--- config.mk ---
export PLATFORM = sky130hd
export DESIGN_NAME = pc_stack_unit
export DESIGN_NICKNAME = d
export VERILOG_FILES = /design/src/rtl/pc_stack_unit.sv
export SDC_FILE = /design/constraint.sdc
export NUM_CORES = 1
export LEC_CHECK = 0
export CAP_MARGIN = 20
export CORE_AREA = 2 2 140 142
export CTS_BUF_LIST = sky130_fd_sc_hd__clkbuf_2
export CTS_CLUSTER_SIZE = 14
export DETAILED_ROUTE_END_ITERATION = 16
export DIE_AREA = 0 0 142 144
export PLACE_DENSITY = 0.67
export SLEW_MARGIN = 20
export SYNTH_ARGS = -nofsm -noshare
export SYNTH_HDL_FRONTEND = slang
export SYNTH_SLANG_ARGS = --single-unit
--- constraint.sdc ---
create_clock -name CLK -period 4 [get_ports CLK]
set_clock_uncertainty 0.15 [all_clocks]
set_input_delay 0.4 -clock CLK [delete_from_list [all_inputs] [get_ports CLK]]
set_output_delay 0.4 -clock CLK [all_outputs]
set_load 0.005 [all_outputs]
--- src/rtl/pc_stack_unit.sv ---
// Program counter with relative branching and a hardware return-address stack.
// All outputs come straight from registers; MODE/DIN only affect the next edge.
module pc_stack_unit #(
  parameter int unsigned     WIDTH        = 16,
  parameter int unsigned     STACK_DEPTH  = 8,
  parameter logic [WIDTH-1:0] RESET_VECTOR = '0
) (
  input  logic                           CLK,
  input  logic                           RST,
  input  logic                           EN,
  input  logic [2:0]                     MODE,
  input  logic [WIDTH-1:0]               DIN,
  output logic [WIDTH-1:0]               DOUT,
  output logic [$clog2(STACK_DEPTH):0]   STACK_LEVEL,
  output logic                           OVERFLOW,
  output logic                           UNDERFLOW
);

  localparam int unsigned AddrW  = $clog2(STACK_DEPTH);
  localparam int unsigned LevelW = AddrW + 1;

  localparam logic [2:0] ModeHold     = 3'd0;
  localparam logic [2:0] ModeInc      = 3'd1;
  localparam logic [2:0] ModeLoad     = 3'd2;
  localparam logic [2:0] ModeRel      = 3'd3;
  localparam logic [2:0] ModeCall     = 3'd4;
  localparam logic [2:0] ModeRet      = 3'd5;
  localparam logic [2:0] ModeClrStack = 3'd6;

  localparam logic [LevelW-1:0] LevelFull = LevelW'(STACK_DEPTH);

  logic [WIDTH-1:0]  stackMem [STACK_DEPTH];

  logic [WIDTH-1:0]  pcNext;
  logic [LevelW-1:0] levelNext;
  logic              overflowNext;
  logic              underflowNext;
  logic              pushEn;
  logic [WIDTH-1:0]  returnAddr;
  logic [AddrW-1:0]  pushIdx;
  logic [AddrW-1:0]  topIdx;
  logic              stackFull;
  logic              stackEmpty;

  // Stack addressing: level counter doubles as the push slot; top is one below.
  always_comb begin
    returnAddr = DOUT + WIDTH'(1);
    pushIdx    = STACK_LEVEL[AddrW-1:0];
    topIdx     = AddrW'(STACK_LEVEL - LevelW'(1));
    stackFull  = (STACK_LEVEL == LevelFull);
    stackEmpty = (STACK_LEVEL == '0);
  end

  // Next-state decode for PC, level counter and sticky error flags.
  always_comb begin
    pcNext        = DOUT;
    levelNext     = STACK_LEVEL;
    overflowNext  = OVERFLOW;
    underflowNext = UNDERFLOW;
    pushEn        = 1'b0;
    if (EN) begin
      case (MODE)
        ModeHold: ;
        ModeInc:  pcNext = DOUT + WIDTH'(1);
        ModeLoad: pcNext = DIN;
        ModeRel:  pcNext = DOUT + DIN;
        ModeCall: begin
          if (stackFull) begin
            overflowNext = 1'b1;
          end else begin
            pushEn    = 1'b1;
            pcNext    = DIN;
            levelNext = STACK_LEVEL + LevelW'(1);
          end
        end
        ModeRet: begin
          if (stackEmpty) begin
            underflowNext = 1'b1;
          end else begin
            pcNext    = stackMem[topIdx];
            levelNext = STACK_LEVEL - LevelW'(1);
          end
        end
        ModeClrStack: levelNext = '0;
        default: ;
      endcase
    end
  end

  // Architectural registers with synchronous reset.
  always_ff @(posedge CLK) begin
    if (RST) begin
      DOUT        <= RESET_VECTOR;
      STACK_LEVEL <= '0;
      OVERFLOW    <= 1'b0;
      UNDERFLOW   <= 1'b0;
    end else begin
      DOUT        <= pcNext;
      STACK_LEVEL <= levelNext;
      OVERFLOW    <= overflowNext;
      UNDERFLOW   <= underflowNext;
    end
  end

  // Return-address storage; contents are irrelevant after reset so it is not cleared.
  always_ff @(posedge CLK) begin
    if (!RST && pushEn) begin
      stackMem[pushIdx] <= returnAddr;
    end
  end

endmodule

==> reports/results.tsv <==
stage	metric	value	unit
die	initial standard-cell utilization of the core	39.3	%
logic_synthesis	Distinct cells, synth	74	
sta	Tmin final	2.93	ns
clock_network	# resized after CTS	0	
run	# Max-Cap Violations	0	
die	Die X	142	um
power	PD cells	365	mW/mm2
die	Ports	44	
routing	post-DR vias/cell	5.85	
die	chip height	144	um
cells_and_area	share of post-route cells with drive strength above 1	14.4	%
cells_and_area	multi-input logic area	0.00301	mm2
cells_and_area	final cell count without fillers	855	
sta	# setup viols final	0	
worst_setup_path	startpoint kind of the worst setup timing path	register	
logic_synthesis	total number of yosys warnings	0	
sta	setup TNS	0	ns
grt	total routing usage reported by global routing	17.4	%
clock_network	Post-CTS Setup Bufs	0	
clock_network	clock tree from TritonCTS	done	
worst_setup_path	endpoint type of the worst setup path	register	
worst_setup_path	startpoint-to-endpoint class of the critical path	register to register	
cells_and_area	nets	646	
cells_and_area	commonest non-fill, non-tap cell in the layout	edfxtp_1	
die	die area	0.0204	mm2
min_path	Min-Delay Startpoint	DIN[9]	
sta	slew at the pin with the worst max-slew slack	0.793	ns
worst_setup_path	beginning of the critical path	STACK_LEVEL[1]$_SDFFE_PP0P_	
power	leakage power of the design	0.00282	uW
worst_setup_path	CP Cell Sequence	inv_1 -> ha_1 -> xnor2_1 -> and2_1 -> buf_4 -> a221oi_1 -> nand3_1 -> a21oi_1 -> nor4_1	
clock_network	cts-stage hold buffer count	0	
routing	number of remaining DRC errors	0	
logic_synthesis	largest cells by area after synthesis	edfxtp_1 (51%), mux4_2 (6.3%), dfxtp_1 (5.9%), mux4_1 (3.9%), ha_1 (3.3%)	
cells_and_area	Area Overhead vs Synth	13.0	%
sta	Hold Fails Final Rpt	0	
placed_design	# port buffers	43	
cells_and_area	commonest cells after routing, fill and taps aside	edfxtp_1 (128), nand2_1 (44), clkdlybuf4s50_1 (43)	
routing	Initial DRT Pass Iterations	6	
routing	number of antenna-violating nets in the routed design	0	
routing	via total after detailed routing	5001	
clock_network	Clock transition at path regs	0.24	ns
worst_setup_path	WP data required	4.46	ns
grt	antenna violations before repair	1	
sta	highest clock frequency the design can meet	0.341	GHz
grt	number of global-route vias before repair	4853	
placed_design	DPL Wire Length	12200	um
logic_synthesis	Mapped Avg Cell Area	13.6	um2
status	status	finished, final reports clean	
worst_setup_path	stage delay of the slowest cell on the critical path	0.64	ns
worst_setup_path	Max stage delay cell, worst path	dfxtp_1	
die	Std-Cell Rows	51	
grt	pin count of the biggest net entering global routing	40	
clock_network	# H-tree levels	4	
logic_synthesis	proportion of synthesized chip area in sequential cells	57.1	%
sta	unrepaired setup endpoints after global routing	no	
cells_and_area	post-route design area	0.00848	mm2
logic_synthesis	proportion of register bits with asynchronous set or reset after synthesis	0	%
worst_setup_path	beginning of the worst register-to-register path	STACK_LEVEL[1]$_SDFFE_PP0P_	
logic_synthesis	Mapped Nets	594	
worst_setup_path	Arr. time, crit path	3.39	ns
logic_synthesis	area share of the largest cell type after synthesis	51.2	%
cells_and_area	final core occ	44.4	%
cells_and_area	footprint of the flip-flops and latches	0.00429	mm2
sta	hold slack final	0.219	ns
clock_network	Bufs on Longest Clock Path	2	
placed_design	cell count after placement	822	
placed_design	area of placed instances	0.00821	mm2
logic_synthesis	number of flops mapped to enable cells by yosys	128	
cells_and_area	fill count	1665	
grt	first-pass GRT wire length	27000	um
sta	Slew Viols, Final	0	
clock_network	source-to-sink clock delay at the later pin of the worst-skew pair	0.71	ns
die	core footprint	0.0191	mm2
sta	portion of the clock cycle consumed by the worst path in the final layout	73.2	%
min_path	path class of the lowest-slack min-delay path	input port to register	
clock_network	# clock sinks	150	
logic_synthesis	Post-Syn Area	0.00750	mm2
grt	total overflow reported by the global router	0	
logic_synthesis	synthesized instance count	551	
logic_synthesis	Synth Register Bits	150	
logic_synthesis	cell type with the largest total area after synthesis	edfxtp_1	
routing	WL per Instance	20.5	um
logic_synthesis	most used flip-flop cell after synthesis	edfxtp_1	
worst_setup_path	worst-path fanout max	13	
placed_design	global placement routability congestion	0.916	
clock_network	number of buffers created by CTS	17	
clock_network	clk root buf	clkbuf_2	
routing	number of DRC violations after detailed-routing iteration 0	341	
power	peak ir drop on the vdd network	0.000169	V
routing	total length of routed wires	17500	um
sta	Rel. slew slack	47.0	%
## routing by layer
metal  GRT usage, %  share of wire (%)  vias to the layer above
met1           23.1                 44                     2497
met3           2.45                5.0                       30
met5              0                  0                        -
met2           28.9                 49                      177
met4           7.47                2.4                        0
li1               -                  -                     2297
## metrics by stage
step	power [uW]	setup slack (ns)
final	3100	1.07
after global routing	3220	0.827
after CTS	3120	1.05
after detailed placement	2230	0.877
after global placement	2220	1.01
after floorplan	2080	0.668
## cells in the mapped netlist (all sizes together), types with 5 or more instances
master and count:
buf 18, clkbuf 8, dfxtp 22, mux4 32, nor2 22, xor2 11
nor3 9, inv 16, and3 14, o211ai 6, o21ai 16, nand2b 12
a221oi 8, edfxtp 128, ha 20, a211oi 5, a22oi 11, nand2 44
and2 5, a21oi 44, a31oi 6, nand3 18, xnor2 15, nand4 5
## worst max-delay path: cells and delay by family (launching register included)
kind	cells	cell delay, ns
AOI/OAI and AO/OA	2	0.13
xor gates and xnor gates	1	0.30
and+or+nand+nor	3	0.92
DFF	1	0.64
buffers and inverters	2	0.42
adders and majority gates	1	0.28
## sequential cells by signal (all words and copies together), names as in the netlist
name         count
stackMem       128
DOUT            16
STACK_LEVEL      4
OVERFLOW         1
UNDERFLOW        1
## kinds of logic after synthesis
| logic type | synth area share (%) |
|---|---|
| compound gates | 12.0 |
| mux | 10.6 |
| fa+ha+maj | 3.60 |
| flops | 57.1 |
| simple gates | 10.7 |
| buf+inv | 2.95 |
| xor+xnor | 3.04 |
## where the power goes
group / internal, uW / switching [uW]
registers: 1720 / 31.1
logic: 196 / 256
clock network: 353 / 541
## worst paths after layout
kind	cells after the start	slack, ns	end
setup / recovery	9	1.07	DOUT[10]$_SDFFE_PP0P_
hold / removal	3	0.22	DOUT[9]$_SDFFE_PP0P_
setup reg to reg	9	1.07	DOUT[10]$_SDFFE_PP0P_
hold reg to reg	2	0.36	UNDERFLOW$_SDFFE_PP0P_
## area by class of cell
type                            count  share of cell area [%]
Sequential cell                   150                    50.5
Multi-Input combinational cell    359                    35.5
Timing Repair Buffer               59                    6.64
Tap cell                          238                    3.51
Clock inverter                     15                    2.10
Clock buffer                       17                    1.00
Inverter                           16                   0.708
Antenna cell                        1                  0.0295
Power figures use the tool's default switching activity.
